**src/rtl/bsg_cache_nb_way_reservation_chooser.sv**
```systemverilog
`timescale 1ns/1ps
// Registered miss-fill way chooser with an internal reservation table: picks a victim way that is
// not locked, not reserved by an outstanding miss in the same set, and not being filled by any channel.
module bsg_cache_nb_way_reservation_chooser #(
  parameter int unsigned sets_p     = 64,
  parameter int unsigned ways_p     = 4,
  parameter int unsigned num_chan_p = 2,
  parameter int unsigned num_resv_p = 4,
  localparam int unsigned lg_sets_lp = (sets_p == 1) ? 1 : $clog2(sets_p),
  localparam int unsigned lg_ways_lp = (ways_p == 1) ? 1 : $clog2(ways_p),
  localparam int unsigned lg_resv_lp = (num_resv_p == 1) ? 1 : $clog2(num_resv_p)
) (
  input  logic                             clk_i,
  input  logic                             reset_n_i,
  input  logic                             v_i,
  output logic                             ready_o,
  input  logic [lg_sets_lp-1:0]            index_i,
  input  logic [ways_p-1:0]                valid_i,
  input  logic [ways_p-1:0]                lock_i,
  input  logic [ways_p-2:0]                lru_bits_i,
  input  logic [num_chan_p-1:0]            fill_v_i,
  input  logic [num_chan_p*lg_sets_lp-1:0] fill_index_i,
  input  logic [num_chan_p*lg_ways_lp-1:0] fill_way_i,
  output logic                             v_o,
  input  logic                             yumi_i,
  output logic [lg_ways_lp-1:0]            way_o,
  output logic [lg_resv_lp-1:0]            id_o,
  output logic                             no_way_o,
  input  logic                             release_v_i,
  input  logic [lg_resv_lp-1:0]            release_id_i,
  output logic [lg_resv_lp:0]              resv_count_o
);

  localparam int unsigned             count_w_lp  = lg_resv_lp + 1;
  localparam logic [count_w_lp-1:0]   resv_max_lp = count_w_lp'(num_resv_p);

  logic [num_resv_p-1:0] entry_v_q, entry_v_d;
  logic [lg_sets_lp-1:0] entry_set_q [num_resv_p];
  logic [lg_sets_lp-1:0] entry_set_d [num_resv_p];
  logic [lg_ways_lp-1:0] entry_way_q [num_resv_p];
  logic [lg_ways_lp-1:0] entry_way_d [num_resv_p];
  logic [count_w_lp-1:0] resv_count_q, resv_count_d;

  logic                  v_q, v_d;
  logic [lg_ways_lp-1:0] way_q, way_d;
  logic [lg_resv_lp-1:0] id_q, id_d;
  logic                  no_way_q, no_way_d;

  logic [ways_p-1:0]     disabled, avail;
  logic                  all_disabled;
  logic [lg_ways_lp-1:0] choice_way;
  logic                  avail_found;
  int unsigned           node, lo, size;
  logic                  left_all, right_all, bit_v;
  logic [lg_resv_lp-1:0] free_id;
  logic                  free_found;
  logic                  full, accept, alloc, rel_valid;

  // Registered table state only: a same-cycle release still disables its way.
  always_comb begin
    for (int unsigned w = 0; w < ways_p; w++) begin
      disabled[w] = lock_i[w];
      for (int unsigned e = 0; e < num_resv_p; e++) begin
        if (entry_v_q[e] && ((sets_p == 1) || (entry_set_q[e] == index_i))
            && (entry_way_q[e] == lg_ways_lp'(w)))
          disabled[w] = 1'b1;
      end
      for (int unsigned c = 0; c < num_chan_p; c++) begin
        if (fill_v_i[c] && ((sets_p == 1) || (fill_index_i[c*lg_sets_lp +: lg_sets_lp] == index_i))
            && (fill_way_i[c*lg_ways_lp +: lg_ways_lp] == lg_ways_lp'(w)))
          disabled[w] = 1'b1;
      end
    end
    all_disabled = &disabled;
    avail        = ~valid_i & ~disabled;
  end

  // Invalid enabled way first; otherwise tree LRU, each node forced away from a fully disabled half.
  always_comb begin
    choice_way  = '0;
    avail_found = 1'b0;
    node        = 0;
    lo          = 0;
    size        = 0;
    left_all    = 1'b0;
    right_all   = 1'b0;
    bit_v       = 1'b0;
    if (|avail) begin
      for (int unsigned w = 0; w < ways_p; w++) begin
        if (!avail_found && avail[w]) begin
          choice_way  = lg_ways_lp'(w);
          avail_found = 1'b1;
        end
      end
    end else begin
      for (int unsigned l = 0; l < lg_ways_lp; l++) begin
        size      = ways_p >> (l + 1);
        left_all  = 1'b1;
        right_all = 1'b1;
        for (int unsigned k = 0; k < ways_p; k++) begin
          if (k >= lo && k < lo + size)
            left_all = left_all & disabled[k];
          else if (k >= lo + size && k < lo + 2 * size)
            right_all = right_all & disabled[k];
        end
        bit_v = lru_bits_i[node];
        if (left_all)
          bit_v = 1'b1;
        else if (right_all)
          bit_v = 1'b0;
        choice_way = (choice_way << 1) | lg_ways_lp'(bit_v);
        node       = 2 * node + 1 + 32'(bit_v);
        lo         = lo + (bit_v ? size : 0);
      end
    end
  end

  always_comb begin
    free_id    = '0;
    free_found = 1'b0;
    rel_valid  = 1'b0;
    for (int unsigned e = 0; e < num_resv_p; e++) begin
      if (!free_found && !entry_v_q[e]) begin
        free_id    = lg_resv_lp'(e);
        free_found = 1'b1;
      end
      if (release_v_i && (release_id_i == lg_resv_lp'(e)) && entry_v_q[e])
        rel_valid = 1'b1;
    end
    full    = (resv_count_q == resv_max_lp);
    ready_o = (~v_q | yumi_i) & ~full;
    accept  = v_i & ready_o;
    alloc   = accept & ~all_disabled & free_found;
  end

  always_comb begin
    entry_v_d = entry_v_q;
    for (int unsigned e = 0; e < num_resv_p; e++) begin
      entry_set_d[e] = entry_set_q[e];
      entry_way_d[e] = entry_way_q[e];
      if (release_v_i && (release_id_i == lg_resv_lp'(e)))
        entry_v_d[e] = 1'b0;
      if (alloc && (free_id == lg_resv_lp'(e))) begin
        entry_v_d[e]   = 1'b1;
        entry_set_d[e] = index_i;
        entry_way_d[e] = choice_way;
      end
    end
    case ({alloc, rel_valid})
      2'b10:   resv_count_d = resv_count_q + count_w_lp'(1);
      2'b01:   resv_count_d = resv_count_q - count_w_lp'(1);
      default: resv_count_d = resv_count_q;
    endcase
  end

  always_comb begin
    v_d      = v_q;
    way_d    = way_q;
    id_d     = id_q;
    no_way_d = no_way_q;
    if (accept) begin
      v_d      = 1'b1;
      no_way_d = all_disabled;
      way_d    = all_disabled ? '0 : choice_way;
      id_d     = alloc ? free_id : '0;
    end else if (yumi_i) begin
      v_d = 1'b0;
    end
  end

  always_ff @(posedge clk_i or negedge reset_n_i) begin
    if (!reset_n_i) begin
      entry_v_q    <= '0;
      resv_count_q <= '0;
      v_q          <= 1'b0;
      way_q        <= '0;
      id_q         <= '0;
      no_way_q     <= 1'b0;
      for (int unsigned e = 0; e < num_resv_p; e++) begin
        entry_set_q[e] <= '0;
        entry_way_q[e] <= '0;
      end
    end else begin
      entry_v_q    <= entry_v_d;
      resv_count_q <= resv_count_d;
      v_q          <= v_d;
      way_q        <= way_d;
      id_q         <= id_d;
      no_way_q     <= no_way_d;
      for (int unsigned e = 0; e < num_resv_p; e++) begin
        entry_set_q[e] <= entry_set_d[e];
        entry_way_q[e] <= entry_way_d[e];
      end
    end
  end

  assign v_o          = v_q;
  assign way_o        = way_q;
  assign id_o         = id_q;
  assign no_way_o     = no_way_q;
  assign resv_count_o = resv_count_q;

`ifndef SYNTHESIS
  a_yumi_without_v: assert property (@(posedge clk_i) disable iff (!reset_n_i)
    yumi_i |-> v_q) else $error("yumi_i asserted without v_o");
  a_release_range: assert property (@(posedge clk_i) disable iff (!reset_n_i)
    release_v_i |-> (32'(release_id_i) < num_resv_p)) else $error("release_id_i out of range");
  a_release_invalid: assert property (@(posedge clk_i) disable iff (!reset_n_i)
    (release_v_i && (32'(release_id_i) < num_resv_p)) |-> rel_valid)
    else $error("release of an invalid reservation");
`endif

endmodule

```
**config.mk**
```make
export PLATFORM = sky130hd
export DESIGN_NAME = bsg_cache_nb_way_reservation_chooser
export DESIGN_NICKNAME = d
export VERILOG_FILES = /design/src/rtl/bsg_cache_nb_way_reservation_chooser.sv
export SDC_FILE = /design/constraint.sdc
export NUM_CORES = 1
export LEC_CHECK = 0
export ABC_AREA = 1
export BUFFER_PORTS_ARGS = -buffer_cell sky130_fd_sc_hd__clkbuf_2
export CORE_ASPECT_RATIO = 0.75
export CORE_MARGIN = 5
export CORE_UTILIZATION = 30
export CTS_CLUSTER_SIZE = 20
export DETAILED_ROUTE_END_ITERATION = 10
export PLACE_DENSITY = 0.49
export SKIP_CTS_REPAIR_TIMING = 1
export SLEW_MARGIN = 20
export SYNTH_ARGS = -nofsm -noshare
export SYNTH_HDL_FRONTEND = slang
export SYNTH_SLANG_ARGS = --single-unit
```
**constraint.sdc**
```tcl
create_clock -name clk_i -period 4.4 [get_ports clk_i]
set_input_delay 0.66 -clock clk_i [delete_from_list [all_inputs] [get_ports clk_i]]
set_output_delay 0.66 -clock clk_i [all_outputs]
set_load 0.02 [all_outputs]
```
### After elaboration in Yosys (flattened, before gate mapping)

Cells that the tools add are included.

* add/subtract/negate cells: 5
* muxes and demuxes: 91
* order comparisons: 17
* equality and inequality tests: 33
* reduce and logical (&&, ||, !) cells: 80
* bitwise logic cells: 20

Operator list (number)
* $lt 1x32->1 const A: 4
* $lt 2x32->1 const A: 3
* $mux 1: 81
* $ge 1x32->1 const A: 2
* $logic_and 1x1->1: 56
* $eq 6x6->1: 6
* $eq 2x2->1 const B: 17
* $ge 2x32->1 const A: 1
* $eq 2x1->1 const B: 9
* $logic_not 2->1: 8
* $mux 2: 8
* $and 1x1->1: 12
* $reduce_bool 2->1: 6
* $logic_not 1->1: 8
* $not 4->4: 2
* $pmux 3 s2: 1
* $and 4x4->4: 1
* $ge 1x2->1 const A: 2
* $ge 2x2->1 const A: 2
* $reduce_and 4->1: 1
* $reduce_or 4->1: 1
* $add 2x1->3 const B: 1
* $add 2x2->3 const B: 1
* $add 3x1->3 const B: 1
* other kinds (10): 12

* flip-flop bits (word level): 45
* logic and storage cells: 263
* input port bits: 42

### Logic depth before layout (Yosys ltp)

Gate-level depths: netlist of run 1.

* depth after elaboration: 43
* depth in mapped cells: 20

### Worst setup path before layout of run 1

Ideal clock, no wire load.

* path kind: input-to-reg
* from: input port index_i[2]
* to: register resv_count_q[2] (netlist: resv_count_o[2])
* cell stages on the path: 19
* arrival time: 2622 ps
* required time: 4271 ps
* library setup time: 129 ps
* buffers on the path: 1
* path slack: 1649 ps
* cells stage by stage: buf_2 inv_2 nand2_1 nand2_1 nand2_1 nor2_1 nand3_1 nand2_1 nor2_2 nand2_2 nand4_2 nand3_1 ha_1 inv_1 fa_1 nor2_1 nor2_1 nand2_1 xnor2_1

* cells in the longest elaborated chain, start to end: 15

RTL lines
* from (decl): RTL line 17 `input logic [lg_sets_lp-1:0] index_i,`
* $eq 6x6->1: RTL line 64 `if (entry_v_q[e] && ((sets_p == 1) || (entry_set_q[e] == index_i))`
* $logic_and 1x1->1: RTL line 64
* $logic_and 1x1->1: RTL line 65 `&& (entry_way_q[e] == lg_ways_lp'(w)))`
* $mux 1 (4 in series): RTL line 64
* $mux 1 (2 in series): RTL line 69 `if (fill_v_i[c] && ((sets_p == 1) || (fill_index_i[c*lg_sets_lp +: lg_sets_lp] == index_i))`
* $reduce_and 4->1 *: RTL line 74 `all_disabled = &disabled;`
* $not 1->1 *: RTL line 133 `alloc = accept & ~all_disabled & free_found;`
* $and 1x1->1 * (2 in series): RTL line 133
* $eq 2x1->1 / $eq 2x2->1 (equally long branches): RTL line 149 `case ({alloc, rel_valid})`
* $pmux 3 s2 / $reduce_bool 2->1 (equally long branches)
* to (signal assigned): RTL line 185 `resv_count_q <= resv_count_d;`
* to (decl): RTL line 42 `logic [count_w_lp-1:0] resv_count_q, resv_count_d;`

Every way passes the cells marked *; elsewhere a longest branch is shown, timed or not.
A chain may end at the register's enable or synchronous reset.

### Worst setup path after layout of run 1

* from: input port index_i[5]
* to: register resv_count_q[2] (netlist: resv_count_o[2])

The elaborated chain is that of the path after synthesis.

==> results of run 1 <==
final cells by class:
class / count / area [sq um]
clock buffers: 5 / 125
fillers: 1211 / 7000
multi-input cells: 339 / 1740
repair buffers: 52 / 263
flip-flops and latches: 45 / 1130
clock inverters: 3 / 68.8
inverters: 84 / 320
well taps: 140 / 175
registers in the layout, indices dropped and copies added (netlist names):
register / count
way_o: 2
v_o: 1
entry_set_q: 24
entry_way_q: 8
no_way_o: 1
id_o: 2
resv_count_o: 3
entry_v_q: 4
layer usage:
metal	routed length, um	global-route usage (%)	vias to the layer above
li1	-	-	1562
met4	13	1.42	0
met1	4680	22.3	1343
met3	450	2.12	2
met5	0	0	-
met2	3300	19.3	55
cells by family (layout without fill, tap and decap cells):
family                     after synthesis  count (layout)
AOI/OAI and AO/OA                       48              48
xor gates and xnor gates                 3               3
and+or+nand+nor                        286             286
adders and majority gates                2               2
DFF                                     45              45
buffers and inverters                   93             144
worst max-delay path: cells and delay by family:
| family | cells | cell delay (ps) |
|---|---|---|
| XOR/XNOR | 1 | 110 |
| buffers and inverters | 4 | 570 |
| adder cells (fa/ha/maj) | 2 | 540 |
| AND/OR/NAND/NOR | 12 | 1260 |
layout by cell type, fill, tap and decap left out, types with 3 or more instances in the layout:
| cell type | n |
|---|---|
| nand2_1 | 166 |
| inv_1 | 78 |
| clkbuf_2 | 51 |
| dfrtp_1 | 45 |
| nor2_1 | 38 |
| nand3_1 | 35 |
| o21ai_2 | 19 |
| nor2_2 | 12 |
| nand2_2 | 12 |
| o21ai_1 | 11 |
| o21ai_0 | 6 |
| nor3_1 | 5 |
| nand2_4 | 5 |
| clkbuf_16 | 5 |
| inv_2 | 4 |
| nor2_4 | 4 |
| o22ai_2 | 3 |
| a21oi_2 | 3 |
| xnor2_1 | 3 |
| nand3b_1 | 3 |
stage by stage:
stage | total power, mW | hold slack (ps) | worst slack, ps
2_1_floorplan | 1.42 | 364 | 1650
3_3_place_gp | 1.64 | 468 | 1180
3_5_place_dp | 1.64 | 468 | 1160
4_1_cts | 2.14 | 487 | 1470
5_1_grt | 2.30 | 506 | 1210
6_report | 2.12 | 454 | 1470
how the worst max path moves through the flow:
stage / start / to / depth (start not counted)
finish: index_i[5] / resv_count_o[2]$_DFFE_PN0P_ / 19
global route: index_i[2] / resv_count_o[2]$_DFFE_PN0P_ / 19
CTS: index_i[5] / resv_count_o[2]$_DFFE_PN0P_ / 17
detailed placement: index_i[5] / resv_count_o[2]$_DFFE_PN0P_ / 17
global placement: index_i[5] / resv_count_o[2]$_DFFE_PN0P_ / 17
floorplan: index_i[2] / resv_count_o[2]$_DFFE_PN0P_ / 19
power groups by stage:
stage	Clock, mW	Sequential (mW)	Combinational, mW
2_1_floorplan	0	0.777	0.644
3_3_place_gp	0	0.763	0.873
3_5_place_dp	0	0.764	0.877
4_1_cts	0.505	0.757	0.882
5_1_grt	0.517	0.788	0.994
6_report	0.490	0.758	0.867
==> run_results.csv, run 1 <==
group,metric,value,unit
die,die_area,13200,sq um
timing,slew_violations,0,
power,clockPowerShare,23.2,%
synth,avgSynthCellArea,6.90,sq um
critical_path,worst_setup_path_start_kind,"input port",
synth,synth_common_cells,"nand2_1 (166), inv_1 (78), dfrtp_1 (45), nor2_1 (38), nand3_1 (35)",
critical_path,rr_worst_depth,17,
synth,syn_inst,477,
timing,clock.fmax,0.341,GHz
timing,hold_viol_final,0,
die,io_pins,52,
place,numPortBuffers,51,
place,place_area,3620,sq um
flow_run,maxCapViolCount,0,
route,first_iter_violations,130,
synth,yosys_warnings,0,
die,die_h,101,um
die,die_x,131,um
finish,post-route-util,35.3,%
grt,grt_max_degree,46,
route,ant_nets,0,
clock_network,cts_tree,"done",
die,design.core.area,10800,sq um
synth,synth_top_area_share,34.2,%
route,num_vias,2962,
route,dr.pass1.iters,4,
timing,tightest_slew,604,ps
power,p_seq_share,35.8,%
power,power_leakage,2.11,nW
synth,synthXorXnorAreaFrac,0.798,%
synth,synth_edf_count,0,
synth,synthTopCellsByArea,"dfrtp_1 (34%), nand2_1 (19%), inv_1 (8.9%), nand3_1 (5.3%), o21ai_2 (5.1%)",
critical_path,crit_chain,"clkbuf_2, inv_2, nand2_1, nand2_1, nand3_2, nor2_2, nand3_1, inv_1, nor2_1, nand2_2, nand4_2, nand3_1, ha_1, inv_1, fa_1, nor2_1, nor2_1, nand2_1, xnor2_1",
synth,netlist_area,3290,sq um
route,route.detailed.drc,0,
critical_path,cp.required,4610,ps
critical_path,max_stage_delay,380,ps
route,post_drt_wl_per_cell,12.6,um
critical_path,worstReg2RegEnd,"resv_count_o[2]$_DFFE_PN0P_",
synth,ys_types,35,
critical_path,reg2reg_from,"entry_v_q[0]$_DFFE_PN0P_",
synth,ys_async_sr_fraction,100,%
grt,grt-ovfl-total,0,
timing,finalCriticalPeriod,2930,ps
die,num_rows,33,
synth,synthAdderAreaFrac,0.989,%
finish,syn_to_final_growth,16.0,%
synth,synth_nets,521,
run_status,status,"finished, final reports clean",
clock_network,cts_root_buf,"clkbuf_16",
clock_network,cts.clk_slew.worst_paths,70,ps
critical_path,arrival,3140,ps
synth,yosysSeqAreaShare,34.2,%
timing,slew_headroom,59.7,%
clock_network,clock_sinks,45,
timing,setup_tns,0,ps
synth,yosys.area_share.simple,40.3,%
timing,post-route-period-util,66.6,%
critical_path,critical_path_class,"input port to register",
synth,ys_ff_latch,45,
grt,grt_pass1_wl,14400,um
synth,synth_top_family_by_area,"simple AND/OR/NAND/NOR gates",
grt,grt_pass1_vias,2877,
critical_path,crit_fanout,11,
power,powerDensity,554,nW/um^2
power,switching_share,40.7,%
grt,grt.total_usage,13.7,%
finish,finalNonFillerCells,668,
synth,synth_mux_area_share,0,%
finish,layout-drive-gt1-share,24.6,%
clock_network,h-tree-depth,2,
critical_path,ff2ff_setup_slack,1760,ps
critical_path,cp-end-kind,"register",
place,gp_congestion,0.799,
die,start_util,30.4,%
min_path,min_path_type,"input port to async pin",
power,p_sw,0.862,mW
finish,antenna_cells,0,
finish,fin_area,3820,sq um
finish,fin_nets,571,
power,combPwrFrac,41.0,%
grt,antenna_found_initial,0,
clock_network,clk-insertion-delay-late,280,ps
timing,fin_skew,8.35,ps
place,dp.cells,660,
timing,rsz0062_at_grt,"no",
synth,yosysTopAreaCell,"dfrtp_1",
place,hpwl,6910,um
route,avgViaCountPerCell,4.43,
synth,ys.flop_type,"dfrtp_1",
synth,synth_most_common_cell,"nand2_1",
timing,setup_viol,0,
route,totalWireLength,8440,um
synth,synth_compound_area_share,10.8,%
clock_network,cts_made_buffers,5,
critical_path,slowest_stage,"fa_1",
power,p_int,1.25,mW
power,vdd_drop_max,0.296,mV
clock_network,clock_path_buffers,2,
Power figures use the tool's default switching activity.
==> run 2, diff against run 1 <==
Settings changed: ABC_AREA 1 to 0.
Clock period 4.4 ns to 2.7 ns, I/O delays scaled along.
==> run_results.csv, run 2 <==
group,metric,value,unit
critical_path,worst_setup_path_start_kind,"input port",
die,design.core.area,9010,sq um
finish,syn_to_final_growth,45.5,%
synth,yosysSeqAreaShare,40.7,%
route,ant_nets,0,
timing,rsz0062_at_grt,"yes",
die,num_rows,30,
clock_network,cts_made_buffers,5,
die,die_area,11300,sq um
finish,top_register,"entry_set_q",
power,combPwrFrac,47.9,%
timing,finalCriticalPeriod,3240,ps
timing,fin_skew,3.90,ps
synth,ys.flop_type,"dfrtp_1",
grt,grt-ovfl-total,0,
power,vdd_drop_max,0.395,mV
synth,yosysTopAreaCell,"dfrtp_1",
timing,tightest_slew,597,ps
finish,top_regs,"entry_set_q x24, entry_way_q x8, entry_v_q x4",
synth,ys_ff_latch,45,
route,totalWireLength,8380,um
route,post_drt_wl_per_cell,16.8,um
finish,fin_nets,431,
power,p_int,2.41,mW
synth,synth_common_cells,"dfrtp_1 (45), xnor2_1 (29), mux2_2 (18), nand2_1 (18), inv_1 (14)",
power,total_power,3.73,mW
synth,avgSynthCellArea,10.3,sq um
route,first_iter_violations,111,
synth,synth_top_area_share,40.7,%
synth,synth_most_common_cell,"dfrtp_1",
finish,num-fill-cells,871,
clock_network,cts_root_buf,"clkbuf_16",
finish,register_area,1130,sq um
min_path,min_path_type,"input port to async pin",
power,p_sw,1.32,mW
timing,slew_violations,0,
critical_path,critical_path_class,"input port to register",
finish,antenna_cells,0,
route,avgViaCountPerCell,5.02,
place,numPortBuffers,51,
synth,ys_types,54,
grt,grt_pass1_wl,13100,um
place,hpwl,6560,um
grt,grt_max_degree,46,
synth,yosys.area_share.simple,19.2,%
route,dr.pass1.iters,4,
timing,post-route-period-util,120,%
synth,synthXorXnorAreaFrac,12.3,%
synth,yosys_warnings,0,
timing,setup_viol,36,
critical_path,cp-end-kind,"register",
die,die_x,121,um
finish,multi_input_area,1730,sq um
critical_path,crit_fanout,2,
run_status,status,"complete, but fails checks",
critical_path,cp.required,2910,ps
synth,synth_nets,312,
finish,layout-drive-gt1-share,47.5,%
clock_network,cts.clk_slew.worst_paths,60,ps
die,start_util,30.7,%
timing,clock.fmax,0.309,GHz
power,power_leakage,1.85,nW
synth,synth_mux_area_share,11.7,%
power,p_seq_share,33.4,%
synth,synth_edf_count,0,
critical_path,arrival,3450,ps
clock_network,h-tree-depth,2,
finish,largest_reg_flops,24,
power,powerDensity,926,nW/um^2
synth,netlist_area,2770,sq um
place,gp_congestion,0.808,
grt,grt_pass1_vias,2487,
finish,post-route-util,44.7,%
finish,most-common-layout-cells,"buf_4 (64), clkbuf_2 (48), dfrtp_1 (45)",
timing,slew_headroom,60.2,%
clock_network,cts_tree,"done",
die,io_pins,52,
route,route.detailed.drc,0,
route,num_vias,2504,
grt,antenna_found_initial,0,
synth,synth_top_family_by_area,"simple AND/OR/NAND/NOR gates",
synth,synthTopCellsByArea,"dfrtp_1 (41%), xnor2_1 (9.2%), mux2_2 (7.3%), xor2_1 (3.2%), nand2_1 (2.4%)",
synth,synthAdderAreaFrac,1.18,%
run_status,violations,"negative setup slack",
timing,hold_viol_final,0,
synth,ys_async_sr_fraction,100,%
clock_network,clk-insertion-delay-late,280,ps
finish,mostFrequentLayoutCell,"buf_4",
synth,synth_compound_area_share,11.3,%
clock_network,clock_path_buffers,2,
power,switching_share,35.5,%
grt,grt.total_usage,14.9,%
power,clockPowerShare,18.7,%
flow_run,maxCapViolCount,0,
synth,syn_inst,268,
die,die_h,93.2,um
clock_network,clock_sinks,45,
timing,final.setup.worst_slack,-537,ps
[run 2: changes by cell type in the layout (fill, tap and decap cells not counted), moves of 12 or more]
cell     change
nand2_1    -151
inv_1       -65
buf_4       +63
nor2_1      -27
nand3_1     -25
xnor2_1     +20
o21ai_2     -19
mux2_2      +12
[run 2: logic make-up (layout without fill, tap and decap cells)]
| group | after synthesis | in the layout |
|---|---|---|
| and+or+nand+nor | 94 | 94 |
| AOI/OAI and AO/OA | 37 | 37 |
| buffers and inverters | 23 | 142 |
| muxes | 28 | 28 |
| adders and majority gates | 2 | 2 |
| DFF | 45 | 45 |
| xor gates and xnor gates | 39 | 39 |
[run 2: layout make-up]
type	count	area share (%)
Sequential cell	45	28.0
Timing Repair Buffer	121	20.3
Clock inverter	2	0.870
Tap cell	112	3.48
Multi-Input combinational cell	200	43.0
Inverter	14	1.30
Clock buffer	5	3.11
[run 2: worst max-delay path, stage by stage]
cell	delay (ps)
clkbuf_2	110
xor2_1	160
or3_1	380
or4b_1	510
and4b_1	220
and2_4	150
o41ai_4	390
o21bai_4	200
ha_4	150
inv_2	30
fa_2	330
xor2_1	150
nor2_1	120
xor2_1	140
[run 2: worst paths after layout]
path | startpoint | endpoint | slack (ps) | cells after the start
max | fill_index_i[0] | resv_count_o[2]$_DFFE_PN0P_ | -540 | 14
min | reset_n_i | resv_count_o[1]$_DFFE_PN0P_ | 200 | 2
max reg2reg | entry_set_q[13]$_DFFE_PN0P_ | resv_count_o[2]$_DFFE_PN0P_ | -510 | 13
min reg2reg | way_o[1]$_DFFE_PN0P_ | way_o[1]$_DFFE_PN0P_ | 480 | 2
max in group asynchronous | reset_n_i | entry_way_q[6]$_DFFE_PN0P_ | 2090 | 2
min in group clk_i | yumi_i | v_o$_DFFE_PN0P_ | 400 | 3
[run 2: metrics by stage]
stage	hold slack, ps	cells	instance area [sq um]	setup TNS [ps]	setup WS (ps)
after floorplan	109	268	2830	-6740	-861
after global placement	469	490	3670	-18790	-802
after detailed placement	468	490	3670	-20600	-901
after CTS	241	497	3830	-9930	-648
after global routing	263	499	4030	-12990	-702
final	200	499	4030	-7760	-537
[run 2: per-layer routing]
metal | GRT usage [%] | vias up | part of all wire, %
met5 | 0 | - | 0
met4 | 3.40 | 0 | 0.78
met3 | 3.26 | 6 | 6.7
met2 | 21.0 | 80 | 40
met1 | 23.0 | 1198 | 52
li1 | - | 1220 | -
[run 2: power groups by stage]
stage	Sequential (mW)	Clock, mW	Combinational (mW)
4_1_cts	1.23	0.706	1.67
3_3_place_gp	1.23	0	1.64
5_1_grt	1.29	0.737	1.95
2_1_floorplan	1.30	0	0.903
6_report	1.25	0.697	1.79
3_5_place_dp	1.24	0	1.66
==> run 3, diff against run 2 <==
Settings changed: MAX_ROUTING_LAYER set to met4.
==> run_results.csv, run 3 (synthesized netlist as in run 2, its figures left out) <==
group,metric,value,unit
run_status,status,"complete, but fails checks",
run_status,violations,"negative setup slack",
clock_network,cts_tree,"done",
critical_path,path_delay_family,"simple AND/OR/NAND/NOR gates",
critical_path,crit_path_frequent_cell,"xor2_1",
clock_network,clock_path_buffers,2,
power,vdd_drop_max,0.396,mV
power,p_sw,1.33,mW
clock_network,cts.clk_slew.worst_paths,60,ps
place,gp_congestion,0.819,
critical_path,cp-end-kind,"register",
die,die_h,93.2,um
place,hpwl,6560,um
finish,mostFrequentLayoutCell,"buf_4",
power,power_leakage,1.85,nW
route,totalWireLength,8390,um
timing,final.setup.worst_slack,-548,ps
timing,clock.fmax,0.308,GHz
finish,top_register,"entry_set_q",
place,place_ws,-901,ps
die,design.core.area,9010,sq um
route,ant_nets,0,
critical_path,worst_setup_path_start_kind,"input port",
min_path,min_path_type,"input port to async pin",
timing,slew_headroom,60.4,%
timing,fin_skew,4.62,ps
route,first_iter_violations,126,
finish,finalNonFillerCells,499,
critical_path,max_stage_delay,510,ps
critical_path,arrival,3460,ps
clock_network,clk-insertion-delay-late,290,ps
finish,antenna_cells,0,
route,dr.pass1.iters,4,
grt,grt_pass1_vias,2480,
finish,most-common-layout-cells,"buf_4 (64), clkbuf_2 (48), dfrtp_1 (45)",
timing,tightest_slew,593,ps
finish,layout-drive-gt1-share,47.5,%
timing,rsz0062_at_grt,"yes",
grt,grt_max_degree,46,
power,powerDensity,927,nW/um^2
timing,setup_viol,38,
timing,slew_violations,0,
route,route.detailed.drc,0,
place,dp.cells,490,
finish,largest_reg_flops,24,
power,clockPowerShare,18.7,%
clock_network,clock_sinks,45,
critical_path,slowest_stage,"or4b_1",
clock_network,h-tree-depth,2,
grt,grt-ovfl-total,0,
route,avgViaCountPerCell,5.01,
timing,hold_viol_final,0,
route,post_drt_wl_per_cell,16.8,um
die,start_util,30.7,%
timing,finalCriticalPeriod,3250,ps
die,die_area,11300,sq um
finish,syn_to_final_growth,45.5,%
grt,grt_pass1_wl,13100,um
route,num_vias,2501,
power,p_int,2.41,mW
power,switching_share,35.5,%
critical_path,critical_path_class,"input port to register",
grt,grt.total_usage,15.3,%
timing,whs,199,ps
die,die_x,121,um
timing,post-route-period-util,120,%
critical_path,path_buf_inv,2,
critical_path,crit_fanout,2,
flow_run,maxCapViolCount,0,
place,numPortBuffers,51,
critical_path,cp.required,2910,ps
clock_network,cts_made_buffers,5,
clock_network,cts_root_buf,"clkbuf_16",
grt,antenna_found_initial,0,
die,num_rows,30,
power,combPwrFrac,48.0,%
finish,top_regs,"entry_set_q x24, entry_way_q x8, entry_v_q x4",
critical_path,crit_chain,"clkbuf_2, xor2_1, or3_1, or4b_1, and4b_1, and2_4, o41ai_4, o21bai_4, ha_4, inv_2, fa_2, xor2_1, nor2_1, xor2_1",
power,p_seq_share,33.4,%
die,io_pins,52,
finish,fin_nets,431,
run 3: cell counts in the layout (fill, tap and decap cells not counted):
No cell type changed its count.
run 3: worst paths after layout:
kind	from	to	slack (ps)	cells after the start
min reg2reg	way_o[1]$_DFFE_PN0P_	way_o[1]$_DFFE_PN0P_	480	2
max reg2reg	entry_set_q[13]$_DFFE_PN0P_	resv_count_o[2]$_DFFE_PN0P_	-510	13
min in group clk_i	yumi_i	v_o$_DFFE_PN0P_	400	3
min	reset_n_i	resv_count_o[1]$_DFFE_PN0P_	200	2
max	fill_index_i[0]	resv_count_o[2]$_DFFE_PN0P_	-550	14
max in group asynchronous	reset_n_i	entry_way_q[6]$_DFFE_PN0P_	2090	2
run 3: through the flow:
step	cell area [sq um]	power, mW	TNS (ps)	util (%)
4_1_cts	3830	3.61	-9930	42.5
2_1_floorplan	2830	2.20	-6740	-
6_report	4030	3.73	-8140	44.7
5_1_grt	4030	3.98	-12990	44.7
3_5_place_dp	3670	2.90	-20600	40.7
3_3_place_gp	3670	2.87	-18790	40.7
run 3: metal layers:
metal  track usage [%]  part of all wire, %  vias to the layer above
met1              23.1                   53                     1202
met3              3.08                  5.5                        6
li1                  -                    -                     1220
met4              3.40                 0.78                        0
met2              21.0                   40                       73
met5                 -                    0                        -
run 3: area by class of cell:
class / instances / area, sq um
Clock buffer: 5 / 125
Clock inverter: 2 / 35.0
Fill cell: 871 / 4980
Inverter: 14 / 52.6
Multi-Input combinational cell: 200 / 1730
Sequential cell: 45 / 1130
Tap cell: 112 / 140
Timing Repair Buffer: 121 / 818
run 3: power by group through the flow:
stage	combinational [mW]	sequential [mW]	clock (mW)
3_5_place_dp	1.66	1.24	0
4_1_cts	1.67	1.23	0.706
2_1_floorplan	0.903	1.30	0
3_3_place_gp	1.64	1.23	0
5_1_grt	1.95	1.29	0.737
6_report	1.79	1.25	0.696
run 3: worst reg2reg max path, cell delays in order, from the launching register on:
cell and delay (ps):
dfrtp_1 390, xnor2_1 170, nand3_1 160, or4b_4 560
and4b_1 210, and2_4 150, o41ai_4 390, o21bai_4 200
ha_4 150, inv_2 30, fa_2 330, xor2_1 150
nor2_1 120, xor2_1 140
